[src/rtl/legendre_mac_pkg.sv]
// Shared definitions for the Legendre segment-finder multiply-accumulate pipe:
// mode encoding, saturation/sign-extension helpers and parameter legality.
package legendre_mac_pkg;

    localparam int MAX_W = 128;

    typedef enum logic {
        MODE_MUL = 1'b0,
        MODE_ACC = 1'b1
    } mac_mode_e;

    // Upper bit to prepend to operand A so a single extension bit yields a signed value.
    function automatic logic ext_bit(input logic msb, input bit is_signed);
        return is_signed & msb;
    endfunction

    function automatic logic signed [MAX_W-1:0] sat(input logic signed [MAX_W-1:0] value,
                                                   input int width);
        logic signed [MAX_W-1:0] hi;
        logic signed [MAX_W-1:0] lo;
        hi = $signed({MAX_W{1'b1}} >> (MAX_W - width + 1));
        lo = ~hi;
        if (value > hi) begin
            return hi;
        end else if (value < lo) begin
            return lo;
        end
        return value;
    endfunction

    function automatic bit params_ok(input int a_w, input int b_w, input int acc_w,
                                     input int out_w, input int num_stage);
        return (a_w >= 1) && (b_w >= 2) && (num_stage >= 2) && (num_stage <= 6) &&
               (acc_w >= a_w + b_w + 1) && (out_w >= 2) && (out_w <= acc_w) &&
               (acc_w < MAX_W);
    endfunction

endpackage

[src/rtl/legendre_mac_pipe_if.sv]
// Beat-level bus between the coefficient stages and the MAC pipe.
interface legendre_mac_pipe_if #(
    parameter int A_WIDTH   = 15,
    parameter int B_WIDTH   = 18,
    parameter int OUT_WIDTH = 33
);
    logic                        in_valid;
    logic [A_WIDTH-1:0]          in_a;
    logic signed [B_WIDTH-1:0]   in_b;
    logic                        in_mode;
    logic                        in_last;
    logic                        out_valid;
    logic signed [OUT_WIDTH-1:0] out_p;
    logic                        out_ovf;

    modport master (
        output in_valid, in_a, in_b, in_mode, in_last,
        input  out_valid, out_p, out_ovf
    );

    modport slave (
        input  in_valid, in_a, in_b, in_mode, in_last,
        output out_valid, out_p, out_ovf
    );
endinterface

[src/rtl/legendre_mac_mult.sv]
// DSP-style registered multiplier: input register stage, full-width product and
// NUM_STAGE-2 product delay registers, with control bits travelling alongside.
module legendre_mac_mult
    import legendre_mac_pkg::*;
#(
    parameter int A_WIDTH   = 15,
    parameter int A_SIGNED  = 0,
    parameter int B_WIDTH   = 18,
    parameter int NUM_STAGE = 3
) (
    input  logic                          i_clk,
    input  logic                          i_rst,
    input  logic                          i_ce,
    input  logic                          i_valid,
    input  logic [A_WIDTH-1:0]            i_a,
    input  logic signed [B_WIDTH-1:0]     i_b,
    input  mac_mode_e                     i_mode,
    input  logic                          i_last,
    output logic                          o_valid,
    output logic signed [A_WIDTH+B_WIDTH:0] o_prod,
    output mac_mode_e                     o_mode,
    output logic                          o_last
);
    localparam int P_W = A_WIDTH + B_WIDTH + 1;
    localparam int DLY = NUM_STAGE - 2;

    logic [A_WIDTH-1:0]        r_a;
    logic signed [B_WIDTH-1:0] r_b;
    logic                      r_valid;
    mac_mode_e                 r_mode;
    logic                      r_last;

    logic [A_WIDTH:0]          w_aExt;
    logic signed [P_W-1:0]     w_aP;
    logic signed [P_W-1:0]     w_bP;
    logic signed [P_W-1:0]     w_prod;

    always_ff @(posedge i_clk or posedge i_rst) begin
        if (i_rst) begin
            r_a     <= '0;
            r_b     <= '0;
            r_valid <= 1'b0;
            r_mode  <= MODE_MUL;
            r_last  <= 1'b0;
        end else if (i_ce) begin
            r_a     <= i_a;
            r_b     <= i_b;
            r_valid <= i_valid;
            r_mode  <= i_mode;
            r_last  <= i_last;
        end
    end

    // Both operands are widened to the full product width so the multiply never wraps.
    assign w_aExt = {ext_bit(r_a[A_WIDTH-1], A_SIGNED != 0), r_a};
    assign w_aP   = $signed({{B_WIDTH{w_aExt[A_WIDTH]}}, w_aExt});
    assign w_bP   = $signed({{(A_WIDTH+1){r_b[B_WIDTH-1]}}, r_b});
    assign w_prod = w_aP * w_bP;

    if (DLY == 0) begin : g_noDelay
        assign o_valid = r_valid;
        assign o_prod  = w_prod;
        assign o_mode  = r_mode;
        assign o_last  = r_last;
    end else begin : g_delay
        logic signed [P_W-1:0] r_prodPipe  [DLY];
        logic                  r_validPipe [DLY];
        mac_mode_e             r_modePipe  [DLY];
        logic                  r_lastPipe  [DLY];

        always_ff @(posedge i_clk or posedge i_rst) begin
            if (i_rst) begin
                for (int i = 0; i < DLY; i++) begin
                    r_prodPipe[i]  <= '0;
                    r_validPipe[i] <= 1'b0;
                    r_modePipe[i]  <= MODE_MUL;
                    r_lastPipe[i]  <= 1'b0;
                end
            end else if (i_ce) begin
                r_prodPipe[0]  <= w_prod;
                r_validPipe[0] <= r_valid;
                r_modePipe[0]  <= r_mode;
                r_lastPipe[0]  <= r_last;
                for (int i = 1; i < DLY; i++) begin
                    r_prodPipe[i]  <= r_prodPipe[i-1];
                    r_validPipe[i] <= r_validPipe[i-1];
                    r_modePipe[i]  <= r_modePipe[i-1];
                    r_lastPipe[i]  <= r_lastPipe[i-1];
                end
            end
        end

        assign o_valid = r_validPipe[DLY-1];
        assign o_prod  = r_prodPipe[DLY-1];
        assign o_mode  = r_modePipe[DLY-1];
        assign o_last  = r_lastPipe[DLY-1];
    end

endmodule

[src/rtl/legendre_mac_pipe.sv]
// Pipelined multiply / burst-accumulate unit with saturating output; the final
// stage holds the accumulator, sticky overflow and the result registers.
module legendre_mac_pipe
    import legendre_mac_pkg::*;
#(
    parameter int A_WIDTH   = 15,
    parameter int A_SIGNED  = 0,
    parameter int B_WIDTH   = 18,
    parameter int ACC_WIDTH = 40,
    parameter int OUT_WIDTH = 33,
    parameter int NUM_STAGE = 3
) (
    input  logic             ap_clk,
    input  logic             ap_rst,
    input  logic             ap_ce,
    legendre_mac_pipe_if.slave bus
);
    localparam int P_W       = A_WIDTH + B_WIDTH + 1;
    localparam bit PARAMS_OK = params_ok(A_WIDTH, B_WIDTH, ACC_WIDTH, OUT_WIDTH, NUM_STAGE);

    if (!PARAMS_OK) begin : g_paramCheck
        $error("legendre_mac_pipe: illegal parameter combination");
    end

    logic                        w_multValid;
    logic signed [P_W-1:0]       w_prod;
    mac_mode_e                   w_mode;
    logic                        w_last;

    logic signed [MAX_W-1:0]     w_prodWide;
    logic signed [MAX_W-1:0]     w_accWide;
    logic signed [MAX_W-1:0]     w_sumWide;
    logic signed [MAX_W-1:0]     w_accSatWide;
    logic signed [MAX_W-1:0]     w_selWide;
    logic signed [MAX_W-1:0]     w_outSatWide;
    logic                        w_accOvf;
    logic                        w_outOvf;

    logic signed [ACC_WIDTH-1:0] r_acc;
    logic                        r_sticky;
    logic                        r_burstActive;
    logic                        r_outValid;
    logic signed [OUT_WIDTH-1:0] r_outP;
    logic                        r_outOvf;

    legendre_mac_mult #(
        .A_WIDTH   (A_WIDTH),
        .A_SIGNED  (A_SIGNED),
        .B_WIDTH   (B_WIDTH),
        .NUM_STAGE (NUM_STAGE)
    ) u_mult (
        .i_clk   (ap_clk),
        .i_rst   (ap_rst),
        .i_ce    (ap_ce),
        .i_valid (bus.in_valid),
        .i_a     (bus.in_a),
        .i_b     (bus.in_b),
        .i_mode  (mac_mode_e'(bus.in_mode)),
        .i_last  (bus.in_last),
        .o_valid (w_multValid),
        .o_prod  (w_prod),
        .o_mode  (w_mode),
        .o_last  (w_last)
    );

    // Accumulator only contributes inside a burst, so the first beat always starts from zero.
    assign w_prodWide   = $signed({{(MAX_W-P_W){w_prod[P_W-1]}}, w_prod});
    assign w_accWide    = r_burstActive ? $signed({{(MAX_W-ACC_WIDTH){r_acc[ACC_WIDTH-1]}}, r_acc})
                                        : '0;
    assign w_sumWide    = w_accWide + w_prodWide;
    assign w_accSatWide = sat(w_sumWide, ACC_WIDTH);
    assign w_accOvf     = (w_accSatWide != w_sumWide);
    assign w_selWide    = (w_mode == MODE_ACC) ? w_accSatWide : w_prodWide;
    assign w_outSatWide = sat(w_selWide, OUT_WIDTH);
    assign w_outOvf     = (w_outSatWide != w_selWide);

    always_ff @(posedge ap_clk or posedge ap_rst) begin
        if (ap_rst) begin
            r_acc         <= '0;
            r_sticky      <= 1'b0;
            r_burstActive <= 1'b0;
            r_outValid    <= 1'b0;
            r_outP        <= '0;
            r_outOvf      <= 1'b0;
        end else if (ap_ce) begin
            r_outValid <= 1'b0;
            if (w_multValid) begin
                if (w_mode == MODE_MUL) begin
                    r_outP     <= w_outSatWide[OUT_WIDTH-1:0];
                    r_outOvf   <= w_outOvf;
                    r_outValid <= 1'b1;
                end else if (w_last) begin
                    r_outP        <= w_outSatWide[OUT_WIDTH-1:0];
                    r_outOvf      <= r_sticky | w_accOvf | w_outOvf;
                    r_outValid    <= 1'b1;
                    r_acc         <= '0;
                    r_sticky      <= 1'b0;
                    r_burstActive <= 1'b0;
                end else begin
                    r_acc         <= w_accSatWide[ACC_WIDTH-1:0];
                    r_sticky      <= r_sticky | w_accOvf;
                    r_burstActive <= 1'b1;
                end
            end
        end
    end

    assign bus.out_valid = r_outValid;
    assign bus.out_p     = r_outP;
    assign bus.out_ovf   = r_outOvf;

endmodule
[src/flat_wrapper.sv]
// flat-port wrapper written by rule: the top's interface ports become plain ports
module legendre_mac_pipe_flat import legendre_mac_pkg::*;
#(
    parameter int A_WIDTH   = 15,
    parameter int A_SIGNED  = 0,
    parameter int B_WIDTH   = 18,
    parameter int ACC_WIDTH = 40,
    parameter int OUT_WIDTH = 33,
    parameter int NUM_STAGE = 3
)
  (ap_clk, ap_rst, ap_ce, bus_in_valid, bus_in_a, bus_in_b, bus_in_mode, bus_in_last, bus_out_valid, bus_out_p, bus_out_ovf);
  legendre_mac_pipe_if #(.A_WIDTH(A_WIDTH), .B_WIDTH(B_WIDTH), .OUT_WIDTH(OUT_WIDTH)) bus_i ();
  input  logic ap_clk;
  input  logic ap_rst;
  input  logic ap_ce;
  input wire logic [$bits(bus_i.in_valid)-1:0] bus_in_valid;
  input wire logic [$bits(bus_i.in_a)-1:0] bus_in_a;
  input wire logic [$bits(bus_i.in_b)-1:0] bus_in_b;
  input wire logic [$bits(bus_i.in_mode)-1:0] bus_in_mode;
  input wire logic [$bits(bus_i.in_last)-1:0] bus_in_last;
  output wire logic [$bits(bus_i.out_valid)-1:0] bus_out_valid;
  output wire logic [$bits(bus_i.out_p)-1:0] bus_out_p;
  output wire logic [$bits(bus_i.out_ovf)-1:0] bus_out_ovf;
  assign bus_i.in_valid = bus_in_valid;
  assign bus_i.in_a = bus_in_a;
  assign bus_i.in_b = bus_in_b;
  assign bus_i.in_mode = bus_in_mode;
  assign bus_i.in_last = bus_in_last;
  assign bus_out_valid = bus_i.out_valid;
  assign bus_out_p = bus_i.out_p;
  assign bus_out_ovf = bus_i.out_ovf;
  legendre_mac_pipe #(.A_WIDTH(A_WIDTH), .A_SIGNED(A_SIGNED), .B_WIDTH(B_WIDTH), .ACC_WIDTH(ACC_WIDTH), .OUT_WIDTH(OUT_WIDTH), .NUM_STAGE(NUM_STAGE)) u_core (.ap_clk(ap_clk), .ap_rst(ap_rst), .ap_ce(ap_ce), .bus(bus_i));
endmodule
[config.mk]
export PLATFORM = sky130hd
export DESIGN_NAME = legendre_mac_pipe_flat
export DESIGN_NICKNAME = d
export VERILOG_FILES = /design/src/rtl/legendre_mac_pkg.sv /design/src/rtl/legendre_mac_pipe_if.sv /design/src/rtl/legendre_mac_mult.sv /design/src/rtl/legendre_mac_pipe.sv /design/src/flat_wrapper.sv
export SDC_FILE = /design/constraint.sdc
export NUM_CORES = 1
export LEC_CHECK = 0
export ABC_AREA = 0
export BUFFER_PORTS_ARGS = -buffer_cell sky130_fd_sc_hd__buf_2
export CAP_MARGIN = 20
export CORE_ASPECT_RATIO = 1.1
export CORE_MARGIN = 3
export CORE_UTILIZATION = 60
export DETAILED_ROUTE_END_ITERATION = 7
export GPL_TIMING_DRIVEN = 0
export PLACE_DENSITY_LB_ADDON = 0.3
export RECOVER_POWER = 100
export SYNTH_ARGS = -nofsm -noshare
export SYNTH_HDL_FRONTEND = slang
export SYNTH_SLANG_ARGS = --single-unit
export TNS_END_PERCENT = 10
[constraint.sdc]
create_clock -name ap_clk -period 20.2 [get_ports ap_clk]
set_input_delay 2.02 -clock ap_clk [delete_from_list [all_inputs] [get_ports ap_clk]]
set_output_delay 2.02 -clock ap_clk [all_outputs]
set_load 0.005 [all_outputs]
== After elaboration in Yosys (flattened, before gate mapping) ==
Index checks and enable logic that the tools add are counted.
Storage, ports and cells
  bits in registers: 150
  word-level logic and storage cells: 50
Operators by class
  add/subtract/negate cells: 1
  $mul: 1
  magnitude comparators: 4
  equal/unequal tests: 3
  muxes and demuxes: 22
  bitwise logic cells: 2
  reduce and logical (&&, ||, !) cells: 2
Operator list (count)
  128-bit two-way mux: 8
  128-bit != test: 2
  128-bit by 34-bit adder with 128-bit output: 1
  128-bit by 33-bit greater-than comparator with 1-bit output (second input constant): 1
  128-bit by 40-bit greater-than comparator with 1-bit output (second input constant): 1
  128-bit by 33-bit less-than comparator with 1-bit output (second input constant): 1
  128-bit by 40-bit less-than comparator with 1-bit output (second input constant): 1
  33-bit two-way mux: 2
  40-bit two-way mux: 1
  16-bit by 18-bit multiplier with 34-bit output: 1
  1-bit two-way mux: 11
  3-bit AND reduction: 2
  2-bit by 1-bit != test with 1-bit output (second input constant): 1
  1-bit OR: 2

== Logic depth before layout (Yosys ltp) ==
Gate-level depths: netlist of run 1.
  depth after elaboration: 15
  depth in mapped cells: 26
  gate-level depth less buffers: 25

== By module ==
A second synthesis of run 1 with hierarchy kept.
Unflattened totals
  cell total of the unflattened synthesis: 2318
  area total of the unflattened synthesis: 21186.6 µm²
Modules (own cells, without submodules)
  legendre_mac_mult: times used 1, cells an instance 1395, area each 13235.2 µm², sequential area each 1826.8 µm²
  legendre_mac_pipe: times used 1, cells an instance 923, area each 7951.4 µm², sequential area each 1926.8 µm²

== Worst setup path after synthesis of run 1 ==
OpenSTA, ideal clock, no wires.
  path type: register to register
  from: register u_core.u_mult.r_a[5]
  to: register u_core.u_mult.g_delay.r_prodPipe, in the netlist u_core.u_mult.o_prod[32]
  setup time: 0.125 ns
  arrival time: 6.349 ns
  data required time: 20.075 ns
  slack: 13.727 ns
  stages on the path, launching flop included: 27
  buffers on the path: 2
  cells stage by stage: dfrtp_1 clkbuf_1 buf_1 nand2_1 fa_1 inv_1 fa_1 inv_1 fa_1 inv_1 fa_1 inv_1 fa_1 inv_1 fa_1 ha_1 o21a_1 o21a_1 o21ai_0 o21bai_1 a211oi_1 o31a_1 o41ai_1 o21ai_0 o21ai_0 xor2_1 mux2_2
Between the ends
  word-level cells in the longest chain between the ends: 1
RTL lines
  from (decl): line legendre_mac_mult.sv:27  | logic [A_WIDTH-1:0] r_a;
  from (signal assigned): line legendre_mac_mult.sv:46  | r_a <= i_a;
  16-bit by 18-bit multiplier with 34-bit output: line legendre_mac_mult.sv:58  | assign w_prod = w_aP * w_bP;
  to (signal, indexed assignment): line legendre_mac_mult.sv:85  | r_prodPipe[i] <= r_prodPipe[i-1];
  to (decl): line legendre_mac_mult.sv:66  | logic signed [P_W-1:0] r_prodPipe [DLY];
Every way passes these cells.
A chain may end at the register's enable or synchronous reset.

== Worst setup path in the final report of run 1 ==
  from: register u_core.r_burstActive
  to: register u_core.r_acc[2]
Between the ends
  word-level cells in the longest chain between the ends: 7
  elaborated cells on any way between the ends: 9
RTL lines
  from (decl): line legendre_mac_pipe.sv:41  | logic r_burstActive;
  from (signal assigned): line legendre_mac_pipe.sv:81  | r_burstActive <= 1'b0;
  from (signal assigned): line legendre_mac_pipe.sv:98  | r_burstActive <= 1'b0;
  from (signal assigned): line legendre_mac_pipe.sv:102  | r_burstActive <= 1'b1;
  128-bit two-way mux *: line legendre_mac_pipe.sv:68  | assign w_accWide = r_burstActive ? $signed({{(MAX_W-ACC_WIDTH){r_acc[ACC_WIDTH-1]}}, r_acc})
  128-bit by 34-bit adder with 128-bit output *: line legendre_mac_pipe.sv:70  | assign w_sumWide = w_accWide + w_prodWide;
  128-bit by 40-bit less-than comparator with 1-bit output: line legendre_mac_pkg.sv:25  | end else if (value < lo) begin
  1-bit two-way mux: line legendre_mac_pkg.sv:25
  1-bit two-way mux: line legendre_mac_pkg.sv:23  | if (value > hi) begin
  128-bit two-way mux *: line legendre_mac_pkg.sv:28  | return value;
  40-bit two-way mux *: line legendre_mac_pipe.sv:92  | end else if (w_last) begin
  to (signal assigned): line legendre_mac_pipe.sv:100  | r_acc <= w_accSatWide[ACC_WIDTH-1:0];
  to (decl): line legendre_mac_pipe.sv:39  | logic signed [ACC_WIDTH-1:0] r_acc;
Every way passes the cells marked *; elsewhere a longest branch is shown, timed or not.

==> metrics, run 1 <==
post-CTS setup repair buffer count=0; slowest CP cell=o311ai_0; f_max=0.101 GHz; DP Worst Slack=12.61 ns; Hold Startpoint=u_core.r_acc[36]; ant diodes=0; maximum clock path buffer count=2; Cells after Synth=2249; share of cells above drive strength 1=0.0781; area post-placement=21100 um^2; gr ovfl total=0; worst clock skew=0.0200 ns; Buf+Inv Stages, Crit Path=3; GR peak layer=met2; CP max FO=10; area leader, netlist=fa_1; max cap viols=3; num rows=69; die width=181 um; H-tree depth=4; FILL cells=2724; CTS tree=done; Initial Util=0.616; Clk Latency, worst-skew pair=0.46 ns; Die ar.=35800 um^2; Yosys warnings=0; final worst path period need=9.94 ns; Post-Syn Area=20200 um^2; Seq cells post-synth=150; critical path's top delay family=compound AO/OA/AOI/OAI gates; TritonRoute pass-1 iters=6; RSZ-0062 raised after global routing=no; DRC viols=0; final wirelength=54000 um; CP Launch Type=flop; ranking of synthesized cells by area=fa_1 (30%), dfrtp_1 (19%), ha_1 (7.8%); largest net degree at the start of global routing=83; Layout Nets=2807; syn avg cell area=8.96 um^2; Clk Tree Root Cell=clkbuf_16; sequential share of the synthesized area=0.186; Finished Core Util=0.660; Critical Path Most Common Cell=clkbuf_1; asr flop ratio synth=1.00; Initial DRC Count=1351; Final Cell Area=21600 um^2; worst hold-check path type=reg2reg; RR Startpoint=u_core.r_burstActive; GPL Wtd Cong=0.951; Critical Path AT=10.30 ns; Num CTS Buffers=17; CTS Sinks=150; critical-path cell list=clkbuf_1, and2_0, ha_1, fa_1, a211oi_1, o21ai_0, a21oi_1, a41oi_1, nand3_1, a2111oi_0, clkbuf_1, a211oi_1, fa_1, nor4b_1, nand3_1, nor4_1, nand4_1, o311ai_0, nand2_1, clkbuf_1, o21ai_0; CP required=20.56 ns; met1 usage=0.411; DP HPWL=43300 um; IO Count=74; Reg2Reg Setup Slack=10.26 ns; antenna violations before repair=0; GR Util met2=0.533; CP startpoint=u_core.r_burstActive; failing checks=max-capacitance violations, max-slew violations; ys flop type=dfrtp_1; commonest cells in the synthesized netlist=inv_1 (326), fa_1 (298), nand2_1 (296); total negative slack=0 ns; Rel. slew slack=-1.88; outcome=finished, violations left; synth unique cells=75; PortBufs=73; CTS clk-pin slew, worst paths=0.07 ns; share of the synthesized area in the top cell type=0.296; GR Layer Usage met3=0.0481; most frequent cell after synthesis=inv_1; Final setup viols=0; critical path type=reg2reg; Critical Path Max Stage Delay=2.00 ns; Final Hold Violating Endpoints=0; gr usage total=0.314; fin crit share=0.492; Antenna Violating Nets Remaining=0; first-pass GRT wire length=89000 um; Die Y=198 um; synth-to-layout area growth=7.23%; Slew @ Worst Pin=4.32 ns; Gates resized, CTS repair=0; cts hold-fix bufs=0; Slew Limit Fails=161; vias per cell=5.92; total number of vias=16500; Core Footprint=32700 um^2; vias in the first global route=17600; Post-synth EDFFs=0; fin worst setup slack=10.26 ns; WL/cell=19.4 um; CP Capture Type=flop; Mapped Nets=2712
-- worst min-delay path, stage by stage (launching register included) --
cell and delay, ns:
dfrtp_1 0.34, nand2_1 0.04, o21ai_0 0.06
-- routing by layer --
layer	vias up	routed length, um
li1	7420	-
met1	8274	21900
met2	635	26200
met3	138	3700
met4	0	2130
met5	-	0
-- through the flow --
step	hold slack, ns	instances
2_1_floorplan	0.441	2249
3_3_place_gp	0.454	2748
3_5_place_dp	0.462	2751
4_1_cts	0.478	2783
5_1_grt	0.501	2783
6_report	0.474	2783
-- path summary, 6_finish.rpt --
path                                             end  cells after the start
worst max-delay path                 u_core.r_acc[2]                     21
worst min-delay path                u_core.r_acc[36]                      2
worst max register to register       u_core.r_acc[2]                     21
worst min register to register      u_core.r_acc[36]                      2
max in group asynchronous        u_core.bus.out_p[4]                      3
min in group asynchronous       u_core.u_mult.r_b[6]                      2
-- area by class of cell --
class                      instances  area (um^2)  share of cell area
tap                              426          533              0.0247
inverter                         326         1220              0.0567
buffer                           114          454              0.0210
sequential                       150         3750               0.174
clock inverter                    13          136             0.00631
multi-input combinational       1659        14700               0.679
clock buffer                      19          453              0.0210
timing repair buffer              76          380              0.0176
-- cell families (layout without fill, tap and decap cells) --
kind of cell / after synthesis / count (layout) / synth area share
xor gates and xnor gates: 65 / 65 / 0.0286
AOI/OAI and AO/OA: 373 / 373 / 0.117
muxes: 68 / 68 / 0.0377
DFF: 150 / 150 / 0.186
buffers and inverters: 440 / 548 / 0.0835
adders and majority gates: 424 / 424 / 0.374
and+or+nand+nor: 729 / 729 / 0.172
-- flip-flops by register name, summed over array words and instances (netlist names) --
register and cells:
u_core.bus.out_valid 1, u_core.r_acc 40, u_core.r_sticky 1, u_core.u_mult.o_prod 34, u_core.u_mult.r_b 18, u_core.bus.out_p 33, u_core.u_mult.o_valid 1, u_core.u_mult.r_last 1
u_core.r_burstActive 1, u_core.u_mult.o_mode 1, u_core.bus.out_ovf 1, u_core.u_mult.o_last 1, u_core.u_mult.r_mode 1, u_core.u_mult.r_valid 1, u_core.u_mult.r_a 15
-- layout by cell type (no fill, tap or decap), types with 4 or more instances in the layout --
| master | n |
|---|---|
| fa_1 | 298 |
| nor4b_1 | 5 |
| a21oi_1 | 98 |
| nor2b_1 | 9 |
| nand2b_1 | 7 |
| nand2_1 | 296 |
| mux2_2 | 64 |
| and2_1 | 167 |
| o21ai_1 | 4 |
| ha_1 | 126 |
| xnor2_1 | 47 |
| nor3_1 | 14 |
| o21bai_1 | 14 |
| clkbuf_1 | 118 |
| nand4_1 | 22 |
| o21a_1 | 8 |
| o211ai_1 | 8 |
| a31oi_1 | 33 |
| clkbuf_16 | 17 |
| nor4_1 | 10 |
| o31ai_1 | 6 |
| dfrtp_1 | 149 |
| nor2_1 | 142 |
| buf_2 | 65 |
| o21ai_0 | 107 |
| a21o_1 | 29 |
| a211oi_1 | 21 |
| inv_1 | 325 |
| nand3_1 | 23 |
| a211o_1 | 7 |
| and2_0 | 4 |
| mux2i_1 | 4 |
| and3_1 | 4 |
| inv_6 | 4 |
| xor2_1 | 17 |
Power of run 1 is not shown: default switching activity piles up to over one toggle a cycle in this logic, so the estimate is an artifact.
==> run 2: changes to the inputs <==
--- a/config.mk
+++ b/config.mk
@@ -5,12 +5,12 @@
 export SDC_FILE = /design/constraint.sdc
 export NUM_CORES = 1
 export LEC_CHECK = 0
-export ABC_AREA = 0
+export ABC_AREA = 1
 export BUFFER_PORTS_ARGS = -buffer_cell sky130_fd_sc_hd__buf_2
 export CAP_MARGIN = 20
 export CORE_ASPECT_RATIO = 1.1
 export CORE_MARGIN = 3
-export CORE_UTILIZATION = 60
+export CORE_UTILIZATION = 59
 export DETAILED_ROUTE_END_ITERATION = 7
 export GPL_TIMING_DRIVEN = 0
 export PLACE_DENSITY_LB_ADDON = 0.3
==> constraint.sdc (replaced) <==
create_clock -name ap_clk -period 8.9 [get_ports ap_clk]
set_input_delay 0.89 -clock ap_clk [delete_from_list [all_inputs] [get_ports ap_clk]]
set_output_delay 0.89 -clock ap_clk [all_outputs]
set_load 0.005 [all_outputs]
==> metrics, run 2 <==
Critical Path Max Stage Delay=0.78 ns (was 2.00 ns); Largest Register=u_core.r_acc (unchanged); IO Count=74 (unchanged); failing checks=max-capacitance violations, max-slew violations (unchanged); most frequent cells in the layout=nand2_1 (793), inv_1 (611), fa_1 (298) (was inv_1 (325), fa_1 (298), nand2_1 (296)); CTS clk-pin slew, worst paths=0.07 ns (about the same); Gates resized, CTS repair=0 (unchanged); TritonRoute pass-1 iters=6 (unchanged); DRC viols=0 (unchanged); total number of vias=17700 (was 16500); share of cells above drive strength 1=0.0606 (was 0.0781); gr ovfl total=0 (unchanged); worst clock skew=0.0213 ns (was 0.0200 ns); ys flop type=dfrtp_1 (unchanged); CP max FO=12 (was 10); Initial Util=0.599 (was 0.616); syn avg cell area=7.73 um^2 (was 8.96 um^2); Die Y=204 um (was 198 um); Final setup viols=0 (unchanged); total negative slack=0 ns (unchanged); CTS tree=done (unchanged); area leader, netlist=fa_1 (unchanged); Clk Latency, worst-skew pair=0.47 ns (was 0.46 ns); H-tree depth=4 (unchanged); critical path type=reg2reg (unchanged); max reg flops=40 (unchanged); final wirelength=56700 um (was 54000 um); first-pass GRT wire length=93600 um (was 89000 um); die width=186 um (was 181 um); Post-Syn Area=21100 um^2 (was 20200 um^2); cts hold-fix bufs=0 (unchanged); Critical Path AT=8.01 ns (was 10.30 ns); asr flop ratio synth=1.00 (unchanged); Yosys warnings=0 (unchanged); fin crit share=0.855 (was 0.492); Clk Tree Root Cell=clkbuf_16 (unchanged); DP Worst Slack=1.54 ns (was 12.61 ns); Core Footprint=35200 um^2 (was 32700 um^2); PortBufs=73 (unchanged); Seq cells post-synth=150 (unchanged); most common cell after layout, fill and taps aside=nand2_1 (was inv_1); GPL Wtd Cong=0.941 (was 0.951); num rows=72 (was 69); CP required=9.29 ns (was 20.56 ns); synth unique cells=58 (was 75); antenna violations before repair=0 (unchanged); post-CTS setup repair buffer count=0 (unchanged); maximum clock path buffer count=2 (unchanged); CTS Sinks=150 (unchanged); Post-synth EDFFs=0 (unchanged); Num CTS Buffers=17 (unchanged); gr usage total=0.309 (was 0.314); f_max=0.131 GHz (was 0.101 GHz); Cells after Synth=2730 (was 2249); Slew @ Worst Pin=5.32 ns (was 4.32 ns); ranking of synthesized cells by area=fa_1 (28%), dfrtp_1 (18%), nand2_1 (14%) (was fa_1 (30%), dfrtp_1 (19%), ha_1 (7.8%)); most frequent cell after synthesis=nand2_1 (was inv_1); FILL cells=3127 (was 2724); largest net degree at the start of global routing=101 (was 83); Antenna Violating Nets Remaining=0 (unchanged); vias in the first global route=18300 (was 17600); share of the synthesized area in the top cell type=0.283 (was 0.296); fin worst setup slack=1.29 ns (was 10.26 ns); synth-to-layout area growth=6.83% (was 7.23%); CP Capture Type=flop (unchanged); vias per cell=5.32 (was 5.92); Initial DRC Count=1251 (was 1351); Final Hold Violating Endpoints=0 (unchanged); final worst path period need=7.61 ns (was 9.94 ns); commonest cells in the synthesized netlist=nand2_1 (790), inv_1 (612), fa_1 (298) (was inv_1 (326), fa_1 (298), nand2_1 (296)); Layout Nets=3287 (was 2807); slowest CP cell=clkbuf_1 (was o311ai_0); Critical Path Most Common Cell=nand2_1 (was clkbuf_1); hold slack=0.478 ns (was 0.474 ns); RSZ-0062 raised after global routing=no (unchanged); worst hold-check path type=reg2reg (unchanged); Mapped Nets=3193 (was 2712); DP HPWL=46600 um (was 43300 um); CP Launch Type=flop (unchanged); Die ar.=38100 um^2 (was 35800 um^2); ant diodes=0 (unchanged); outcome=finished, violations left (unchanged); Slew Limit Fails=153 (was 161); WL/cell=17.1 um (was 19.4 um); max cap viols=2 (was 3); Rel. slew slack=-2.54 (was -1.88); sequential share of the synthesized area=0.178 (was 0.186)
[run 2: layout make-up]
type | instances | area, um^2 | area share
well taps | 481 | 602 | 0.0267
clock buffers | 17 | 425 | 0.0189
inverters | 618 | 2320 | 0.103
multi-input cells | 1839 | 14300 | 0.635
flip-flops and latches | 150 | 3750 | 0.166
repair buffers | 75 | 360 | 0.0160
clock inverters | 15 | 210 | 0.00932
plain buffers | 123 | 564 | 0.0250
[run 2: final timing paths]
path                       depth (start not counted)  slack (ns)                    end                 start
max                                               32        1.29   u_core.bus.out_p[21]  u_core.r_burstActive
min                                                2        0.48   u_core.bus.out_p[23]  u_core.bus.out_p[23]
max reg2reg                                       32        1.29   u_core.bus.out_p[21]  u_core.r_burstActive
min reg2reg                                        2        0.48   u_core.bus.out_p[23]  u_core.bus.out_p[23]
max in group asynchronous                          3        2.02        u_core.r_acc[6]                ap_rst
min in group asynchronous                          2        1.02  u_core.u_mult.r_b[16]                ap_rst
[run 2: logic make-up (layout without fill, tap and decap cells)]
kind of cell / count (synthesis) / after routing / share of synthesized area
flops: 150 / 150 / 0.178
buf+inv: 741 / 848 / 0.137
mux: 20 / 20 / 0.00948
simple gates: 1060 / 1060 / 0.215
xor+xnor: 59 / 59 / 0.0245
compound gates: 276 / 276 / 0.0793
fa+ha+maj: 424 / 424 / 0.357
[run 2: layer usage]
layer	up-vias	GRT usage	part of all wire
li1	8383	-	-
met1	8530	0.396	0.41
met2	615	0.534	0.49
met3	125	0.0463	0.062
met4	0	0.121	0.038
met5	-	0	0
[run 2: per-stage QoR]
step	utilization	area, um^2	cells
after global routing	0.640	22600	3318
after floorplan	-	21100	2730
final	0.640	22600	3318
after global placement	0.627	22100	3284
after CTS	0.647	22800	3318
after detailed placement	0.629	22100	3286
[run 2: worst max-delay path: cells and delay by family, from the launching register on]
kind	cells	cell delay [ns]
fa+ha+maj	2	0.83
flops	1	0.32
buf+inv	7	2.98
simple gates	23	3.37
Power of run 2 is left out for the same reason.
==> run 3: changes to the inputs <==
--- a/config.mk
+++ b/config.mk
@@ -11,11 +11,13 @@
 export CORE_ASPECT_RATIO = 1.1
 export CORE_MARGIN = 3
 export CORE_UTILIZATION = 59
+export CTS_CLUSTER_SIZE = 12
 export DETAILED_ROUTE_END_ITERATION = 7
 export GPL_TIMING_DRIVEN = 0
 export PLACE_DENSITY_LB_ADDON = 0.3
 export RECOVER_POWER = 100
 export SYNTH_ARGS = -nofsm -noshare
 export SYNTH_HDL_FRONTEND = slang
+export SYNTH_HIERARCHICAL = 1
 export SYNTH_SLANG_ARGS = --single-unit
 export TNS_END_PERCENT = 10
==> metrics, run 3 <==
Seq cells post-synth=150 (unchanged); cts hold-fix bufs=0 (unchanged); Largest Register=u_core/r_acc (was u_core.r_acc); worst clock skew=0.0156 ns (was 0.0213 ns); Post-Syn Area=22800 um^2 (was 21100 um^2); Clk Tree Root Cell=clkbuf_16 (unchanged); met1 wire length=26200 um (was 23500 um); DP Worst Slack=2.01 ns (was 1.54 ns); share of cells above drive strength 1=0.0386 (was 0.0606); CP Capture Type=flop (unchanged); antenna violations before repair=1 (was 0); metal3 WL=4130 um (was 3540 um); most frequent cells in the layout=nand2_1 (1213), inv_1 (801), fa_1 (298) (was nand2_1 (793), inv_1 (611), fa_1 (298)); Cells after Synth=3362 (was 2730); fin crit share=0.855 (about the same); met2 wire length=34700 um (was 27500 um); worst r2r path cells=42 (was 32); CTS clk-pin slew, worst paths=0.08 ns (was 0.07 ns); Die Y=212 um (was 204 um); largest net degree at the start of global routing=71 (was 101); fin worst setup slack=1.29 ns (about the same); share of the synthesized area in the top cell type=0.261 (was 0.283); max reg flops=40 (unchanged); Post-Synth Simple-Gate Area=0.293 (was 0.215); top layer in use=met4 (unchanged); Initial DRC Count=1651 (was 1251); Mapped Nets=3825 (was 3193); WL/cell=17.5 um (was 17.1 um); Layout Nets=3920 (was 3287); Final setup viols=0 (unchanged); Core Footprint=37700 um^2 (was 35200 um^2); Clk Latency, worst-skew pair=0.45 ns (was 0.47 ns); ys flop type=dfrtp_1 (unchanged); CTS Sinks=150 (unchanged); Die ar.=41100 um^2 (was 38100 um^2); asr flop ratio synth=1.00 (unchanged); GPL Wtd Cong=1.03 (was 0.941); total negative slack=0 ns (unchanged); most common cell after layout, fill and taps aside=nand2_1 (unchanged); CP Launch Type=flop (unchanged); die width=194 um (was 186 um); synth unique cells=44 (was 58); num rows=74 (was 72); CTS tree=done (unchanged); synth-to-layout area growth=6.62% (was 6.83%); TritonRoute pass-1 iters=6 (unchanged); Post-Synth Adder-Cell Area=0.330 (was 0.357); Gates resized, CTS repair=0 (unchanged); Slew @ Worst Pin=3.81 ns (was 5.32 ns); f_max=0.131 GHz (about the same); RSZ-0062 raised after global routing=no (unchanged); largest family of logic cells by synthesized area=adder cells (unchanged); FILL cells=3496 (was 3127); failing checks=max-capacitance violations, max-slew violations (unchanged); Critical Path AT=7.95 ns (was 8.01 ns); DRC viols=0 (unchanged); IO Count=74 (unchanged); syn avg cell area=6.80 um^2 (was 7.73 um^2); slowest CP cell=clkbuf_1 (unchanged); Antenna Violating Nets Remaining=0 (unchanged); sequential share of the synthesized area=0.164 (was 0.178); gr ovfl total=0 (unchanged); Num CTS Buffers=17 (unchanged); ranking of synthesized cells by area=fa_1 (26%), nand2_1 (20%), dfrtp_1 (16%) (was fa_1 (28%), dfrtp_1 (18%), nand2_1 (14%)); most frequent cell after synthesis=nand2_1 (unchanged); post-CTS setup repair buffer count=0 (unchanged); CP max FO=10 (was 12); outcome=finished, violations left (unchanged); Yosys warnings=6 (was 0); vias in the first global route=21800 (was 18300); maximum clock path buffer count=2 (unchanged); final worst path period need=7.61 ns (about the same); Final Hold Violating Endpoints=0 (unchanged); first-pass GRT wire length=110000 um (was 93600 um); commonest cells in the synthesized netlist=nand2_1 (1209), inv_1 (802), fa_1 (298) (was nand2_1 (790), inv_1 (612), fa_1 (298)); Post-synth EDFFs=0 (unchanged); Initial Util=0.606 (was 0.599); FF+latch area=3750 um^2 (unchanged); worst hold-check path type=in2async (was reg2reg); area of the multi-input gates=15500 um^2 (was 14300 um^2); H-tree depth=4 (unchanged); vias per cell=5.36 (was 5.32); Rel. slew slack=-1.54 (was -2.54); gr usage total=0.343 (was 0.309); final wirelength=69500 um (was 56700 um); Critical Path Most Common Cell=nand2_1 (unchanged); max cap viols=2 (unchanged); PortBufs=73 (unchanged); DP HPWL=58600 um (was 46600 um); CP required=9.24 ns (was 9.29 ns); Critical Path Max Stage Delay=0.55 ns (was 0.78 ns); area leader, netlist=fa_1 (unchanged); critical path type=reg2reg (unchanged); post-synthesis mux area share=0 (was 0.00948); total number of vias=21200 (was 17700); XOR/XNOR share of the synthesized area=0.00690 (was 0.0245); Slew Limit Fails=139 (was 153); Synth Area in Compound Gates=0.0494 (was 0.0793)
-- run 3: changes by cell type after synthesis, moves of 14 or more --
cell,previous run,this run
nand2_1,790,1209
nand3_2,34,1
xor2_1,27,7
inv_1,612,802
xnor2_1,32,11
nor2_1,93,127
mux2i_1,20,0
nand4_1,16,36
a21oi_1,76,62
nand3b_1,2,16
o21ai_0,96,115
nand3_1,46,164
a22o_1,32,6
-- run 3: worst paths after layout --
path | from | endpoint | slack (ns)
worst max-delay path | u_core/r_burstActive | u_core/bus.out_p[6] | 1.29
worst min-delay path | ap_rst | u_core/u_mult/r_b[14] | 0.38
worst max register to register | u_core/r_burstActive | u_core/bus.out_p[6] | 1.29
worst min register to register | u_core/r_acc[35] | u_core/r_acc[35] | 0.48
max in group asynchronous | ap_rst | u_core/u_mult/o_prod[33] | 4.43
min in group ap_clk | u_core/r_acc[35] | u_core/r_acc[35] | 0.48
-- run 3: logic make-up (layout without fill, tap and decap cells) --
logic type / Yosys count / count (layout)
compound gates: 209 / 209
xor+xnor: 18 / 18
fa+ha+maj: 424 / 424
buf+inv: 932 / 1039
flops: 150 / 150
other cells: 0 / 1
simple gates: 1629 / 1629
-- run 3: worst max-delay path, delay by kind of cell (launching register included) --
kind / cells / cell delay [ns]
simple gates: 31 / 4.09
buf+inv: 8 / 1.99
fa+ha+maj: 2 / 0.75
compound gates: 1 / 0.34
flops: 1 / 0.32
-- run 3: metrics by stage --
stage,cell area [um^2],hold slack (ns),instances,util
after floorplan,22800,0.449,3362,-
after global placement,23800,0.459,3929,0.632
after detailed placement,23900,0.465,3932,0.635
after CTS,24500,0.330,3963,0.650
after global routing,24400,0.407,3963,0.646
final,24400,0.383,3964,0.646
-- run 3: layer usage --
layer,track usage,vias to the layer above
met2,0.621,883
met3,0.0460,229
met5,0,-
li1,-,10100
met1,0.393,10100
met4,0.194,0
-- run 3: layout make-up --
type                    instances  share of cell area
clock inverters                14             0.00637
clock buffers                  17              0.0175
flip-flops and latches        150               0.154
multi-input cells            2280               0.636
diodes                          1            0.000103
inverters                     809               0.125
plain buffers                 123              0.0206
well taps                     494              0.0254
repair buffers                 76              0.0152
Power of run 3 is left out for the same reason.
